**src/rtl/sat_alu_pkg.sv**
```systemverilog
// Shared definitions for the saturating ALU pipeline.
// Holds the op encoding and saturation-limit constant functions.
package sat_alu_pkg;

    typedef enum logic [1:0] {
        ADD_SAT  = 2'b00,
        SUB_SAT  = 2'b01,
        PADD_SAT = 2'b10,
        ADD_WRAP = 2'b11
    } op_e;

    // Widest field the limit functions can describe.
    localparam int SAT_MAX_W = 64;

    // Largest positive two's-complement value of width w: 0 then ones.
    function automatic logic [SAT_MAX_W-1:0] sat_max(input int w);
        sat_max = (64'd1 << (w - 1)) - 64'd1;
    endfunction

    // Most negative two's-complement value of width w: 1 then zeros.
    function automatic logic [SAT_MAX_W-1:0] sat_min(input int w);
        sat_min = 64'd1 << (w - 1);
    endfunction

endpackage

```
**src/rtl/cla_lane.sv**
```systemverilog
// One adder lane: sum with carry-in 0 plus group propagate/generate.
// Ports: a, b (W) operands; sum (W); p group propagate; g group generate.
module cla_lane #(
    parameter int W = 4
) (
    input  logic [W-1:0] a,
    input  logic [W-1:0] b,
    output logic [W-1:0] sum,
    output logic         p,
    output logic         g
);

    always_comb begin
        logic [W:0] c;
        c = '0;
        for (int i = 0; i < W; i++) begin
            c[i+1] = (a[i] & b[i]) | ((a[i] ^ b[i]) & c[i]);
        end
        sum = a ^ b ^ c[W-1:0];
        p   = &(a ^ b);
        g   = c[W];
    end

endmodule

```
**src/rtl/sat_alu_pipe.sv**
```systemverilog
// Two-stage saturating adder/subtractor with packed-lane mode.
// Ports: clk, rst (async high); in_valid/in_ready, op, a, b in;
//        out_valid/out_ready, result, ovf (per lane), cout out.
module sat_alu_pipe
    import sat_alu_pkg::*;
#(
    parameter int WIDTH = 16,
    parameter int LANES = 4
) (
    input  logic               clk,
    input  logic               rst,
    input  logic               in_valid,
    output logic               in_ready,
    input  logic [1:0]         op,
    input  logic [WIDTH-1:0]   a,
    input  logic [WIDTH-1:0]   b,
    output logic               out_valid,
    input  logic               out_ready,
    output logic [WIDTH-1:0]   result,
    output logic [LANES-1:0]   ovf,
    output logic               cout
);

    localparam int LW = WIDTH / LANES;

    localparam logic [WIDTH-1:0] MAX_F = WIDTH'(sat_max(WIDTH));
    localparam logic [WIDTH-1:0] MIN_F = WIDTH'(sat_min(WIDTH));
    localparam logic [LW-1:0]    MAX_L = LW'(sat_max(LW));
    localparam logic [LW-1:0]    MIN_L = LW'(sat_min(LW));

    // ---------------- stage 1: per-lane sums ----------------
    op_e              op_in;
    logic [WIDTH-1:0] bx;
    logic [WIDTH-1:0] lsum;
    logic [LANES-1:0] lp;
    logic [LANES-1:0] lg;
    logic [LANES-1:0] as_in;
    logic [LANES-1:0] bs_in;

    assign op_in = op_e'(op);
    // Subtraction inverts b here; the +1 enters as lane-0 carry in S2.
    assign bx    = (op_in == SUB_SAT) ? ~b : b;

    for (genvar l = 0; l < LANES; l++) begin : g_lane
        cla_lane #(.W(LW)) u_lane (
            .a   (a[l*LW +: LW]),
            .b   (bx[l*LW +: LW]),
            .sum (lsum[l*LW +: LW]),
            .p   (lp[l]),
            .g   (lg[l])
        );
        assign as_in[l] = a[l*LW + LW - 1];
        assign bs_in[l] = bx[l*LW + LW - 1];
    end

    logic             s1_valid;
    logic [WIDTH-1:0] s1_sum;
    logic [LANES-1:0] s1_p;
    logic [LANES-1:0] s1_g;
    logic [LANES-1:0] s1_as;
    logic [LANES-1:0] s1_bs;
    op_e              s1_op;

    logic s2_valid;
    logic s2_en;

    assign s2_en     = ~s2_valid | out_ready;
    assign in_ready  = ~s1_valid | s2_en;
    assign out_valid = s2_valid;

    always_ff @(posedge clk or posedge rst) begin
        if (rst) begin
            s1_valid <= 1'b0;
            s1_sum   <= '0;
            s1_p     <= '0;
            s1_g     <= '0;
            s1_as    <= '0;
            s1_bs    <= '0;
            s1_op    <= ADD_SAT;
        end else if (in_ready) begin
            s1_valid <= in_valid;
            if (in_valid) begin
                s1_sum <= lsum;
                s1_p   <= lp;
                s1_g   <= lg;
                s1_as  <= as_in;
                s1_bs  <= bs_in;
                s1_op  <= op_in;
            end
        end
    end

    // ---------------- stage 2: carry resolve + saturate ----------------
    logic [LANES:0]   c;
    logic [WIDTH-1:0] fsum;
    logic             f_ovf;
    logic [LANES-1:0] p_ovf;
    logic [WIDTH-1:0] res_n;
    logic [LANES-1:0] ovf_n;
    logic             cout_n;

    // Lane carries in flat sum-of-products form over group P/G,
    // so no lane waits on the lane below it.
    always_comb begin
        logic prod;
        c    = '0;
        c[0] = (s1_op == SUB_SAT);
        for (int l = 0; l < LANES; l++) begin
            prod = c[0];
            for (int k = 0; k <= l; k++) begin
                prod = prod & s1_p[k];
            end
            c[l+1] = prod;
            for (int j = 0; j <= l; j++) begin
                prod = s1_g[j];
                for (int k = j + 1; k <= l; k++) begin
                    prod = prod & s1_p[k];
                end
                c[l+1] = c[l+1] | prod;
            end
        end
    end

    always_comb begin
        fsum  = '0;
        p_ovf = '0;
        for (int l = 0; l < LANES; l++) begin
            fsum[l*LW +: LW] = s1_sum[l*LW +: LW] + LW'(c[l]);
            p_ovf[l] = (s1_as[l] == s1_bs[l])
                     & (s1_sum[l*LW + LW - 1] != s1_as[l]);
        end
        f_ovf = (s1_as[LANES-1] == s1_bs[LANES-1])
              & (fsum[WIDTH-1] != s1_as[LANES-1]);
    end

    always_comb begin
        res_n  = fsum;
        ovf_n  = '0;
        cout_n = c[LANES];
        unique case (s1_op)
            ADD_SAT, SUB_SAT: begin
                ovf_n[LANES-1] = f_ovf;
                if (f_ovf) begin
                    res_n = s1_as[LANES-1] ? MIN_F : MAX_F;
                end
            end
            ADD_WRAP: begin
                ovf_n[LANES-1] = f_ovf;
            end
            PADD_SAT: begin
                ovf_n  = p_ovf;
                cout_n = s1_g[LANES-1];
                for (int l = 0; l < LANES; l++) begin
                    if (p_ovf[l]) begin
                        res_n[l*LW +: LW] = s1_as[l] ? MIN_L : MAX_L;
                    end else begin
                        res_n[l*LW +: LW] = s1_sum[l*LW +: LW];
                    end
                end
            end
        endcase
    end

    always_ff @(posedge clk or posedge rst) begin
        if (rst) begin
            s2_valid <= 1'b0;
            result   <= '0;
            ovf      <= '0;
            cout     <= 1'b0;
        end else if (s2_en) begin
            s2_valid <= s1_valid;
            if (s1_valid) begin
                result <= res_n;
                ovf    <= ovf_n;
                cout   <= cout_n;
            end
        end
    end

endmodule
```
**config.mk**
```make
export PLATFORM = sky130hd
export DESIGN_NAME = sat_alu_pipe
export DESIGN_NICKNAME = d
export VERILOG_FILES = /design/src/rtl/sat_alu_pkg.sv /design/src/rtl/cla_lane.sv /design/src/rtl/sat_alu_pipe.sv
export SDC_FILE = /design/constraint.sdc
export NUM_CORES = 1
export LEC_CHECK = 0
export ABC_CLOCK_PERIOD_IN_PS = 6600
export BUFFER_PORTS_ARGS = -buffer_cell sky130_fd_sc_hd__buf_2
export CAP_MARGIN = 20
export CORE_MARGIN = 5
export CORE_UTILIZATION = 62
export CTS_CLUSTER_DIAMETER = 200
export DETAILED_ROUTE_END_ITERATION = 6
export PLACE_DENSITY = 0.86
export SLEW_MARGIN = 20
export SYNTH_ARGS = -nofsm -noshare
export SYNTH_HDL_FRONTEND = slang
export SYNTH_SLANG_ARGS = --single-unit
```
**constraint.sdc**
```tcl
create_clock -name clk -period 6.6 [get_ports clk]
set_input_delay 0.33 -clock clk [delete_from_list [all_inputs] [get_ports clk]]
set_output_delay 0.33 -clock clk [all_outputs]
set_load 0.02 [all_outputs]
```
# After elaboration in Yosys (flattened, before gate mapping)
# Index checks and enable logic that the tools add are counted.
dict set report totals {
  mem_count 0
  latch_bits 0
  rom_bits 0
  ff_bits 57
  ram_bits 0
  in_bits 38
}
dict set report classes {
  mux 15
  div_mod_pow 0
  magnitude_cmp 0
  add_sub_neg 4
  n_mul 0
  n_eq_ne 13
  n_bitwise 90
  shifts 0
  n_reduce_logical 9
}
# cell n
set op_table {}
lappend op_table {{2-to-1 mux 16 bit} 3}
lappend op_table {{AND 1 bit} 43}
lappend op_table {{2-to-1 mux 4 bit} 8}
lappend op_table {{case mux 16 bit (2 select lines)} 1}
lappend op_table {{bitwise XOR 4 bit} 8}
lappend op_table {{bitwise OR 1 bit} 24}
lappend op_table {{adder 4 x 1 -> 4 bit} 4}
lappend op_table {{NOT 16 bit} 1}
lappend op_table {{AND reduction 4 bit} 4}
lappend op_table {{bitwise XOR 1 bit} 12}
lappend op_table {{inequality test 1 bit} 5}
lappend op_table {{equality test 1 bit} 4}
lappend op_table {{equality test 2 x 1 -> 1 bit (second input constant)} 2}
lappend op_table {{equality test 2 bit (second input constant)} 2}
lappend op_table {{AND reduction 2 bit} 2}
lappend op_table {{2-to-1 mux 3 bit} 1}
lappend op_table {{OR reduction 3 bit} 1}
lappend op_table {{logical NOT 2 bit} 1}
lappend op_table {{NOT 1 bit} 2}
lappend op_table {{case mux 1 bit (2 select lines)} 1}
lappend op_table {{OR reduction 2 bit} 1}
lappend op_table {{2-to-1 mux 1 bit} 1}

# Depth between registers and ports, before layout
# Gate-level depths: netlist (run 1).
dict set report depth {
  depth_word 12
  mapped_depth 11
  depth_no_buf 10
}

# Modules after synthesis
# Synthesis (run 1) repeated with hierarchy kept, for this count alone.
dict set report hier_totals {
  cells_unflattened 362
  hier_area_um2 3836.2
}
# mod seq_area_each_um2 instances cells_each area_each_um2
set by_module_without_submodules {}
lappend by_module_without_submodules {sat_alu_pipe 1426.4 1 310 3285.7}
lappend by_module_without_submodules {cla_lane 0.0 4 13 137.6}

# Least setup slack after synthesis (run 1)
# Ideal clock, no wire load.
dict set report synth_timing {
  path_type {input port to flip-flop}
  start {input op[1]}
  end {register s1_sum[11]}
  path_slack_ns 4.051
  path_stages 11
  t_arrival_ns 2.424
  n_path_buf 2
  path_cell_list {nand2b_1 -> buf_2 -> buf_2 -> xnor2_1 -> ha_1 -> fa_1 -> inv_1 -> fa_1 -> inv_1 -> fa_1 -> mux2_2}
}
dict set report synth_between {
  elab_chain_len 8
}
# item line_no
set synth_rtl {}
lappend synth_rtl {{start, declared} sat_alu_pipe.sv:14} ;# input logic [1:0] op,
lappend synth_rtl {{equality test 2 x 1 -> 1 bit *} sat_alu_pipe.sv:42} ;# assign bx = (op_in == SUB_SAT) ? ~b : b;
lappend synth_rtl {{2-to-1 mux 16 bit *} sat_alu_pipe.sv:42}
lappend synth_rtl {{bitwise XOR 1 bit or AND 1 bit (tied branches)} cla_lane.sv:17} ;# c[i+1] = (a[i] & b[i]) | ((a[i] ^ b[i]) & c[i]);
lappend synth_rtl {{AND 1 bit} cla_lane.sv:17}
lappend synth_rtl {{bitwise OR 1 bit} cla_lane.sv:17}
lappend synth_rtl {{AND 1 bit} cla_lane.sv:17}
lappend synth_rtl {{bitwise OR 1 bit} cla_lane.sv:17}
lappend synth_rtl {{bitwise XOR 4 bit *} cla_lane.sv:19} ;# sum = a ^ b ^ c[W-1:0];
lappend synth_rtl {{named net g_lane[2].u_lane.sum[3]} cla_lane.sv:8} ;# output logic [W-1:0] sum,
lappend synth_rtl {{end signal, assigned} sat_alu_pipe.sv:83} ;# s1_sum <= lsum;
lappend synth_rtl {{end, declared} sat_alu_pipe.sv:57} ;# logic [WIDTH-1:0] s1_sum;
# Mark *: on every way through the listed nets, which the timed path passes. The rest lies on a longest branch.
# A chain may end at the register's enable or synchronous reset.

# Worst setup path in the final report (run 1)
dict set report layout_timing {
  start {register s1_op[1]}
  end {register result[7]}
}
dict set report layout_between {
  elab_chain_len 12
}
# item line_no
set layout_rtl {}
lappend layout_rtl {{start, declared} sat_alu_pipe.sv:62} ;# op_e s1_op;
lappend layout_rtl {{start signal, assigned} sat_alu_pipe.sv:88} ;# s1_op <= op_in;
lappend layout_rtl {{equality test 2 x 1 -> 1 bit} {sat_alu_pipe.sv:107, sat_alu_pipe.sv:140}}
lappend layout_rtl {{AND 1 bit (3 in series)} sat_alu_pipe.sv:111} ;# prod = prod & s1_p[k];
lappend layout_rtl {{bitwise OR 1 bit (3 in series)} sat_alu_pipe.sv:119} ;# c[l+1] = c[l+1] | prod;
lappend layout_rtl {{adder 4 x 1 -> 4 bit} sat_alu_pipe.sv:128} ;# fsum[l*LW +: LW] = s1_sum[l*LW +: LW] + LW'(c[l]);
lappend layout_rtl {{inequality test 1 bit} sat_alu_pipe.sv:133} ;# & (fsum[WIDTH-1] != s1_as[LANES-1]);
lappend layout_rtl {{AND 1 bit} sat_alu_pipe.sv:133}
lappend layout_rtl {{2-to-1 mux 16 bit} sat_alu_pipe.sv:143} ;# if (f_ovf) begin
lappend layout_rtl {{case mux 16 bit (2 select lines) *} sat_alu_pipe.sv:140} ;# unique case (s1_op)
lappend layout_rtl {{end signal, assigned} sat_alu_pipe.sv:173} ;# result <= res_n;
lappend layout_rtl {{end, declared} sat_alu_pipe.sv:19} ;# output logic [WIDTH-1:0] result,
# Every way passes the cells marked *; elsewhere a longest branch is shown, timed or not.

==> impl_metrics.tcl, run 1 <==
set metrics [dict create \
    post-route-drc-count 0 \
    p_leak_uw 0.00203 \
    synth_edf_count 0 \
    status "complete, no violations" \
    grt_overflow_total 0 \
    first_global_vias 2842 \
    fp-row-count 28 \
    postCtsSetupRepairBufs 0 \
    antenna_found_initial 0 \
    post-route-period-util 0.438 \
    grt_usage 0.218 \
    core_area_um2 5920 \
    nFillCells 418 \
    fin_setup_tns_ns 0 \
    wl_per_cell_um 15.3 \
    cts_tree "built" \
    ios 61 \
    cts-root-buf "clkbuf_8" \
    ys.warnings.count 0 \
    syn_inst 374 \
    setup_viol 0 \
    max_clock_freq_ghz 0.346 \
    fin_nets 502 \
    min_period_ns 2.89 \
    hold_path.class "input port to async pin" \
    netlist_area_um2 3770 \
    final.setup_skew_ns 0.00862 \
    ant_nets 0 \
    diodes 0 \
    seq_area_um2 1430 \
    p_per_area_nw_per_um2 342 \
    multi_input_area_um2 2160 \
    clkTransAtPathRegs_ns 0.06 \
    ys_seq_area_frac 0.378 \
    ir_drop_mv 0.164 \
    areaGrowthSynthToFinish_pct 13.9 \
    ys_async_sr_fraction 1.00 \
    die_area_um2 7750 \
    first_iter_violations 182 \
    slew_violations 0 \
    place_hpwl_mm 5.77 \
    crit_path_cell_trace "nor2b_1 -> a21o_1 -> a31o_1 -> ha_1 -> and3_1 -> mux2_4 -> nand2b_1 -> a22oi_1 -> o21ai_1" \
    io_buffers 60 \
    grt_pass1_wl_mm 13.3 \
    cp-start-kind "register" \
    yosysUniqueCellTypes 43 \
    clockBufferDepth 2 \
    hold_violations 0 \
    drt-vias-per-instance 5.65 \
    worstMarginPinSlew_ns 0.982 \
    worstSetupPathType "register to register" \
    startpoint "s1_op[1]$_DFFE_PP0P_" \
    rr_startpoint "s1_op[1]$_DFFE_PP0P_" \
    clk-insertion-delay-late_ns 0.33 \
    fin_util 0.726 \
    die_y_um 88.0 \
    setup.worst_path.end_class "register" \
    cts_made_buffers 9 \
    path_delay_family "compound AO/OA/AOI/OAI gates" \
    reg2reg_slack_ns 3.71 \
    grt_max_degree 58 \
    start_util 0.638 \
    cts_resized 0 \
    path_buf_inv 0 \
    maxCapViolCount 0 \
    via_count 2869 \
    ys_ff_latch 57 \
    rsz0062_at_grt "no" \
    cp_slowest_cell "dfrtp_1" \
    cts_hold_buf 0 \
    cpPeakStageDelay_ns 0.69 \
    clock-sinks 57 \
    crit_fanout 15 \
    wirelength_mm 7.78 \
    maxSlewHeadroom 0.345 \
    crit_arrival_ns 3.08 \
    dr.pass1.iters 4 \
    synth-main-ff-cell "dfrtp_1" \
    synth.avg_cell_area_um2 10.1 \
    die_width_um 88.0 \
    drive_above_1_share 0.275 \
    worstPathRequired_ns 6.78 \
    synth_nets 448 \
    gp_congestion 0.821 \
    htreeDepth 3 \
]
registers in the layout, summed over array words and instances (netlist names):
register,count
result,16
s1_sum,16
ovf,4
s1_as,4
s1_bs,4
s1_g,4
s1_p,4
s1_op,2
cout,1
out_valid,1
s1_valid,1
cells in the final DEF (no fill, tap or decap), types with 3 or more instances in the layout:
master | netlist | final
dfrtp_1 | 57 | 57
nand3_1 | 4 | 4
buf_2 | 7 | 60
fa_1 | 12 | 12
mux2_2 | 26 | 26
a21o_1 | 3 | 3
nor2_1 | 32 | 32
a22oi_1 | 4 | 4
buf_4 | 2 | 3
xor2_1 | 6 | 6
nand2_1 | 40 | 40
clkbuf_8 | 0 | 12
ha_1 | 24 | 24
mux2i_1 | 4 | 4
xnor2_1 | 18 | 18
o21ai_0 | 17 | 17
o31ai_1 | 3 | 3
nor3_1 | 3 | 3
o221ai_1 | 3 | 3
o22ai_2 | 3 | 3
nand4_1 | 4 | 4
inv_1 | 22 | 21
nor2b_1 | 4 | 4
o21ai_1 | 4 | 4
o221ai_2 | 6 | 6
nand2b_1 | 10 | 10
a21oi_1 | 21 | 21
a21boi_0 | 3 | 3
a211oi_1 | 6 | 6
report_power, final:
group,internal (uW),switching (uW)
Sequential,448,100
Combinational,251,332
Clock,204,136
metrics by stage:
step / instance area [um2] / power, uW / setup WS, ns / cells / hold WS (ns)
floorplan: 3770 / 972 / 4.05 / 374 / 0.438
global placement: 4090 / 1100 / 3.62 / 492 / 0.459
detailed placement: 4090 / 1130 / 3.44 / 492 / 0.466
CTS: 4300 / 1470 / 3.69 / 508 / 0.197
global route: 4300 / 1570 / 3.53 / 508 / 0.221
finish: 4300 / 1470 / 3.71 / 508 / 0.190
path summary, 6_finish.rpt:
kind	cells after the start	to
max	9	result[7]$_DFFE_PP0P_
min	3	result[3]$_DFFE_PP0P_
max reg2reg	9	result[7]$_DFFE_PP0P_
min reg2reg	2	ovf[2]$_DFFE_PP0P_
max in group asynchronous	3	s1_p[3]$_DFFE_PP0P_
min in group clk	2	s1_valid$_DFFE_PP0N_
cell usage after synthesis (4+ instances only):
library cell | instances | share of area
a211oi_1 | 6 | 0.012
a21oi_1 | 21 | 0.028
a22oi_1 | 4 | 0.0080
buf_2 | 7 | 0.0093
clkbuf_1 | 8 | 0.0080
dfrtp_1 | 57 | 0.38
fa_1 | 12 | 0.064
ha_1 | 24 | 0.080
inv_1 | 22 | 0.022
mux2_2 | 26 | 0.078
mux2i_1 | 4 | 0.011
nand2_1 | 40 | 0.040
nand2b_1 | 10 | 0.017
nand3_1 | 4 | 0.0053
nand4_1 | 4 | 0.0066
nor2_1 | 32 | 0.032
nor2b_1 | 4 | 0.0066
o21ai_0 | 17 | 0.023
o21ai_1 | 4 | 0.0053
o221ai_2 | 6 | 0.024
xnor2_1 | 18 | 0.042
xor2_1 | 6 | 0.014
per-layer routing:
layer	up-vias	wire [um]	track usage
met1	1365	3480	0.308
met2	94	3640	0.340
li1	1391	-	-
met3	19	498	0.0376
met4	0	157	0.0769
met5	-	0	0
cells by family (layout without fill, tap and decap cells):
group | count (synthesis) | after routing | synth area share
AOI/OAI and AO/OA | 78 | 78 | 0.147
xor gates and xnor gates | 25 | 25 | 0.0630
buffers and inverters | 42 | 101 | 0.0500
adders and majority gates | 37 | 37 | 0.146
DFF | 57 | 57 | 0.378
muxes | 31 | 31 | 0.0921
and+or+nand+nor | 104 | 104 | 0.125
cell type report:
cell class | instances | area share
inverters | 22 | 0.0192
clock inverters | 4 | 0.0116
repair buffers | 63 | 0.0751
clock buffers | 12 | 0.0384
flip-flops and latches | 57 | 0.332
well taps | 75 | 0.0218
multi-input cells | 275 | 0.502
worst register-to-register path, delay by kind of cell, from the launching register on:
kind / cells / cell delay (ns)
mux: 1 / 0.42
simple gates: 3 / 0.63
compound gates: 4 / 0.81
flops: 1 / 0.69
fa+ha+maj: 1 / 0.21
(Power assumes the default switching activity.)
==> run 2, diff against run 1 <==
--- a/config.mk
+++ b/config.mk
@@ -5,14 +5,14 @@
 export SDC_FILE = /design/constraint.sdc
 export NUM_CORES = 1
 export LEC_CHECK = 0
-export ABC_CLOCK_PERIOD_IN_PS = 6600
+export ABC_CLOCK_PERIOD_IN_PS = 2900
 export BUFFER_PORTS_ARGS = -buffer_cell sky130_fd_sc_hd__buf_2
 export CAP_MARGIN = 20
 export CORE_MARGIN = 5
-export CORE_UTILIZATION = 62
+export CORE_UTILIZATION = 57
 export CTS_CLUSTER_DIAMETER = 200
 export DETAILED_ROUTE_END_ITERATION = 6
-export PLACE_DENSITY = 0.86
+export PLACE_DENSITY = 0.8
 export SLEW_MARGIN = 20
 export SYNTH_ARGS = -nofsm -noshare
 export SYNTH_HDL_FRONTEND = slang
==> constraint.sdc (replaced) <==
create_clock -name clk -period 2.9 [get_ports clk]
set_input_delay 0.145 -clock clk [delete_from_list [all_inputs] [get_ports clk]]
set_output_delay 0.145 -clock clk [all_outputs]
set_load 0.02 [all_outputs]
==> run 2 against run 1 <==
Against the previous run:
- sequential share of layout area rose by 0.077 points
- critical path type unchanged
- global-route usage fell by 2.2 points
- largest power group unchanged
- worst setup slack got worse by 3.3 ns
==> impl_metrics.tcl, run 2 (synthesized netlist as in run 1, its figures left out) <==
set metrics [dict create \
    status "complete, no violations" \
    maxSlewHeadroom 0.507 \
    wl_per_cell_um 15.0 \
    cp-start-kind "register" \
    p_per_area_nw_per_um2 748 \
    postCtsSetupRepairBufs 0 \
    p_leak_uw 0.00203 \
    clkTransAtPathRegs_ns 0.06 \
    crit_path_cell_trace "nor2b_1 -> a21o_1 -> a31o_1 -> ha_1 -> and3_1 -> mux2_4 -> nand2b_1 -> a22oi_1 -> o21ai_1" \
    grt_pass1_wl_mm 13.5 \
    post-route-drc-count 0 \
    ant_nets 0 \
    via_count 2821 \
    final.setup_skew_ns 0.00481 \
    rsz0062_at_grt "no" \
    cp_slowest_cell "mux2_4" \
    dr.pass1.iters 5 \
    reg2reg_slack_ns 0.44 \
    fin_setup_tns_ns 0 \
    gp_congestion 0.849 \
    final_common_cell "buf_2" \
    hold_violations 0 \
    worstPathRequired_ns 3.09 \
    htreeDepth 3 \
    die_area_um2 8350 \
    cts_made_buffers 9 \
    maxCapViolCount 0 \
    drt-vias-per-instance 5.50 \
    grt_usage 0.195 \
    worstMarginPinSlew_ns 0.738 \
    post-route-period-util 0.847 \
    first_iter_violations 114 \
    layout_common_cells "buf_2, dfrtp_1, nand2_1" \
    areaGrowthSynthToFinish_pct 13.7 \
    ir_drop_mv 0.460 \
    min_period_ns 2.46 \
    clockBufferDepth 2 \
    wirelength_mm 7.69 \
    crit_arrival_ns 2.64 \
    reg_top3 "result (16), s1_sum (16)" \
    place_hpwl_mm 5.89 \
    clk-insertion-delay-late_ns 0.33 \
    max_clock_freq_ghz 0.407 \
    fin_util 0.672 \
    die_width_um 91.4 \
    grt_overflow_total 0 \
    slew_violations 0 \
    cpPeakStageDelay_ns 0.39 \
    crit_fanout 15 \
    start_util 0.591 \
    die_y_um 91.4 \
    hold_path.class "input port to register" \
    first_global_vias 2893 \
    core_area_um2 6390 \
    cts-root-buf "clkbuf_8" \
    cts_tree "built" \
    grt_max_degree 43 \
    clock-sinks 57 \
    setup.worst_path.end_class "register" \
    drive_above_1_share 0.271 \
    setup_viol 0 \
    worstSetupPathType "register to register" \
    fin_nets 507 \
    fp-row-count 29 \
    io_buffers 60 \
    antenna_found_initial 0 \
    ios 61 \
    diodes 0 \
]
[run 2: cell type report]
class / count / area (um2)
Sequential cell: 57 / 1430
Tap cell: 77 / 96.3
Clock buffer: 14 / 163
Timing Repair Buffer: 68 / 363
Multi-Input combinational cell: 275 / 2160
Inverter: 22 / 82.6
Fill cell: 522 / 2100
[run 2: repair_timing]
item	in CTS	in global routing
resized for setup	0	0
hold endpoints to repair	35	0
hold buffers	1	0
endpoints found under the setup margin	0	0
[run 2: per-stage QoR]
stage | power, uW | setup WS, ns | instances | hold WS [ns] | area [um2]
final | 3210 | 0.445 | 513 | 0.0139 | 4290
after global routing | 3450 | 0.286 | 513 | 0.0317 | 4290
after CTS | 3220 | 0.442 | 513 | 0.00298 | 4290
after detailed placement | 2570 | 0.186 | 498 | 0.307 | 4120
after global placement | 2520 | 0.286 | 498 | 0.302 | 4120
after floorplan | 2210 | 0.536 | 374 | 0.253 | 3770
[run 2: worst paths after layout]
kind                                      start               endpoint  cells after the start
max                        s1_op[0]$_DFFE_PP0P_  result[3]$_DFFE_PP0P_                      9
min                                    in_valid   s1_valid$_DFFE_PP0N_                      2
max reg2reg                s1_op[0]$_DFFE_PP0P_  result[3]$_DFFE_PP0P_                      9
min reg2reg                  ovf[2]$_DFFE_PP0P_     ovf[2]$_DFFE_PP0P_                      2
max in group asynchronous                   rst   s1_bs[3]$_DFFE_PP0P_                      4
min in group asynchronous                   rst  result[2]$_DFFE_PP0P_                      3
[run 2: critical path: cells and delay by family, from the launching register on]
family	cells	cell delay [ns]
DFF	1	0.38
and+or+nand+nor	3	0.54
muxes	1	0.39
adders and majority gates	1	0.20
AOI/OAI and AO/OA	4	0.81
[run 2: power by group]
part           switching [uW]  leakage, uW  internal, uW
Sequential                217     0.000691          1020
Clock                     285    0.0000826           348
Combinational             760      0.00126           580
Total                    1260      0.00203          1950
[run 2: layer usage]
| metal | part of all wire | GRT usage |
|---|---|---|
| met5 | 0 | 0 |
| met4 | 0.0099 | 0.0489 |
| met3 | 0.052 | 0.0496 |
| met2 | 0.46 | 0.299 |
| met1 | 0.48 | 0.278 |
==> run 3, diff against run 2 <==
--- a/config.mk
+++ b/config.mk
@@ -5,7 +5,7 @@
 export SDC_FILE = /design/constraint.sdc
 export NUM_CORES = 1
 export LEC_CHECK = 0
-export ABC_CLOCK_PERIOD_IN_PS = 2900
+export ABC_CLOCK_PERIOD_IN_PS = 2300
 export BUFFER_PORTS_ARGS = -buffer_cell sky130_fd_sc_hd__buf_2
 export CAP_MARGIN = 20
 export CORE_MARGIN = 5
==> constraint.sdc (replaced) <==
create_clock -name clk -period 2.3 [get_ports clk]
set_input_delay 0.115 -clock clk [delete_from_list [all_inputs] [get_ports clk]]
set_output_delay 0.115 -clock clk [all_outputs]
set_load 0.02 [all_outputs]
==> run 3 against run 2 <==
Against the previous run:
- clock power up 46%
- final cell count up 2.9%
- clock skew up 0.0029 ns
- routed wire length up 6.2%
- sequential share of layout area down 1.5 points
==> impl_metrics.tcl, run 3 (synthesized netlist as in run 1, its figures left out) <==
set metrics [dict create \
    core_area_um2 6390 \
    clkPwrFrac 0.215 \
    crit_arrival_ns 2.49 \
    final.setup_skew_ns 0.00774 \
    die_width_um 91.4 \
    status "complete, no violations" \
    fin_area_um2 4500 \
    diodes 0 \
    p_int_uw 2610 \
    post-route-period-util 0.969 \
    drt-vias-per-instance 5.46 \
    worstMarginPinSlew_ns 0.929 \
    fp-row-count 29 \
    place_hpwl_mm 6.14 \
    rsz0062_at_grt "yes" \
    cts_made_buffers 9 \
    reg_top3 "result (16), s1_sum (16)" \
    hold_path.class "input port to register" \
    total_power_uw 4300 \
    grt_overflow_total 0 \
    wirelength_mm 8.17 \
    p_leak_uw 0.00213 \
    clkTransAtPathRegs_ns 0.06 \
    start_util 0.591 \
    worstSetupPathType "register to register" \
    setup.worst_path.end_class "register" \
    drive_above_1_share 0.317 \
    fin_setup_tns_ns 0 \
    ant_nets 0 \
    dp.cells 507 \
    post-route-drc-count 0 \
    clock-sinks 57 \
    ios 61 \
    p_per_area_nw_per_um2 957 \
    final_common_cell "buf_2" \
    cts-root-buf "clkbuf_8" \
    worstPathRequired_ns 2.56 \
    first_iter_violations 117 \
    min_period_ns 2.23 \
    gp_congestion 0.843 \
    maxCapViolCount 0 \
    io_buffers 60 \
    seqPwrFrac 0.366 \
    p_sw_frac 0.394 \
    max_clock_freq_ghz 0.449 \
    wl_per_cell_um 15.5 \
    hold_violations 0 \
    maxSlewHeadroom 0.380 \
    clockBufferDepth 2 \
    antenna_found_initial 0 \
    ir_drop_mv 0.689 \
    placed_area_um2 4210 \
    pwr-share-comb 0.419 \
    areaGrowthSynthToFinish_pct 19.2 \
    fin_cells 528 \
    grt_usage 0.204 \
    cp-start-kind "register" \
    layout_common_cells "buf_2, dfrtp_1, nand2_1" \
    dr.pass1.iters 4 \
    die_area_um2 8350 \
    die_y_um 91.4 \
    slew_violations 0 \
    power.switching_uw 1700 \
    clk-insertion-delay-late_ns 0.35 \
    grt_max_degree 45 \
    cts_tree "built" \
    fin_nets 520 \
    via_count 2885 \
    setup_viol 0 \
    grt_pass1_wl_mm 13.7 \
    htreeDepth 3 \
    fin_util 0.704 \
    crit_fanout 7 \
    first_global_vias 2908 \
]
-- run 3: cell count changes in the layout (fill, tap and decap cells not counted), moves of 2 or more --
cell,previous run,this run
buf_12,0,2
buf_4,7,16
o221ai_2,6,9
o221ai_1,3,0
clkinv_2,0,4
clkbuf_1,3,0
-- run 3: metrics by stage --
stage / hold WS, ns / setup slack [ns]
6_report: 0.0485 / 0.0720
5_1_grt: 0.0402 / -0.0355
4_1_cts: 0.0398 / 0.0124
3_5_place_dp: 0.327 / -0.0819
3_3_place_gp: 0.317 / 0.00424
2_1_floorplan: 0.223 / 0.00439
-- run 3: cell type report --
cell class / count / area, um2
clock buffer: 10 / 138
inverter: 22 / 82.6
multi-input combinational: 276 / 2220
sequential: 57 / 1430
fill: 477 / 1890
clock inverter: 6 / 57.6
tap: 77 / 96.3
timing repair buffer: 80 / 480
-- run 3: worst max-delay path, stage by stage, from the launching register on --
cell and delay (ns):
dfrtp_1 0.38, nor2b_4 0.13, a21o_1 0.16, a31o_1 0.21, ha_2 0.18, and3_4 0.19, buf_12 0.13, xnor2_4 0.13
a21oi_4 0.28, nand2_4 0.14, o221ai_2 0.20
-- run 3: power groups by stage --
stage                     combinational [uW]  clock, uW  sequential, uW
after floorplan                         1130          0            1660
after detailed placement                1720          0            1580
after CTS                               1780        938            1570
after global placement                  1670          0            1560
final                                   1800        924            1580
after global routing                    2010        983            1610
-- run 3: worst paths after layout --
kind                            cells after the start                 start  slack [ns]                     to
worst max-delay path                               10  s1_op[0]$_DFFE_PP0P_        0.07  result[2]$_DFFE_PP0P_
worst min-delay path                                2                 op[0]        0.05   s1_op[0]$_DFFE_PP0P_
worst max register to register                     10  s1_op[0]$_DFFE_PP0P_        0.07  result[2]$_DFFE_PP0P_
worst min register to register                      2    ovf[0]$_DFFE_PP0P_        0.48     ovf[0]$_DFFE_PP0P_
max in group asynchronous                           4                   rst        1.10  s1_sum[6]$_DFFE_PP0P_
min in group asynchronous                           3                   rst        0.52  result[2]$_DFFE_PP0P_
-- run 3: what timing repair did --
item,4_1_cts,5_1_grt
endpoints found under the hold margin,29,0
endpoints found under the setup margin,12,15
hold buffers,2,0
setup buffers,0,2
cloned,1,0
pin swaps,4,11
gates resized for setup,7,4
-- run 3: routing by layer --
metal,global-route usage,vias up,routed length [um]
met4,0.0819,0,156
met3,0.0496,15,442
met5,0,-,0
li1,-,1426,-
met1,0.261,1365,3680
met2,0.332,79,3900
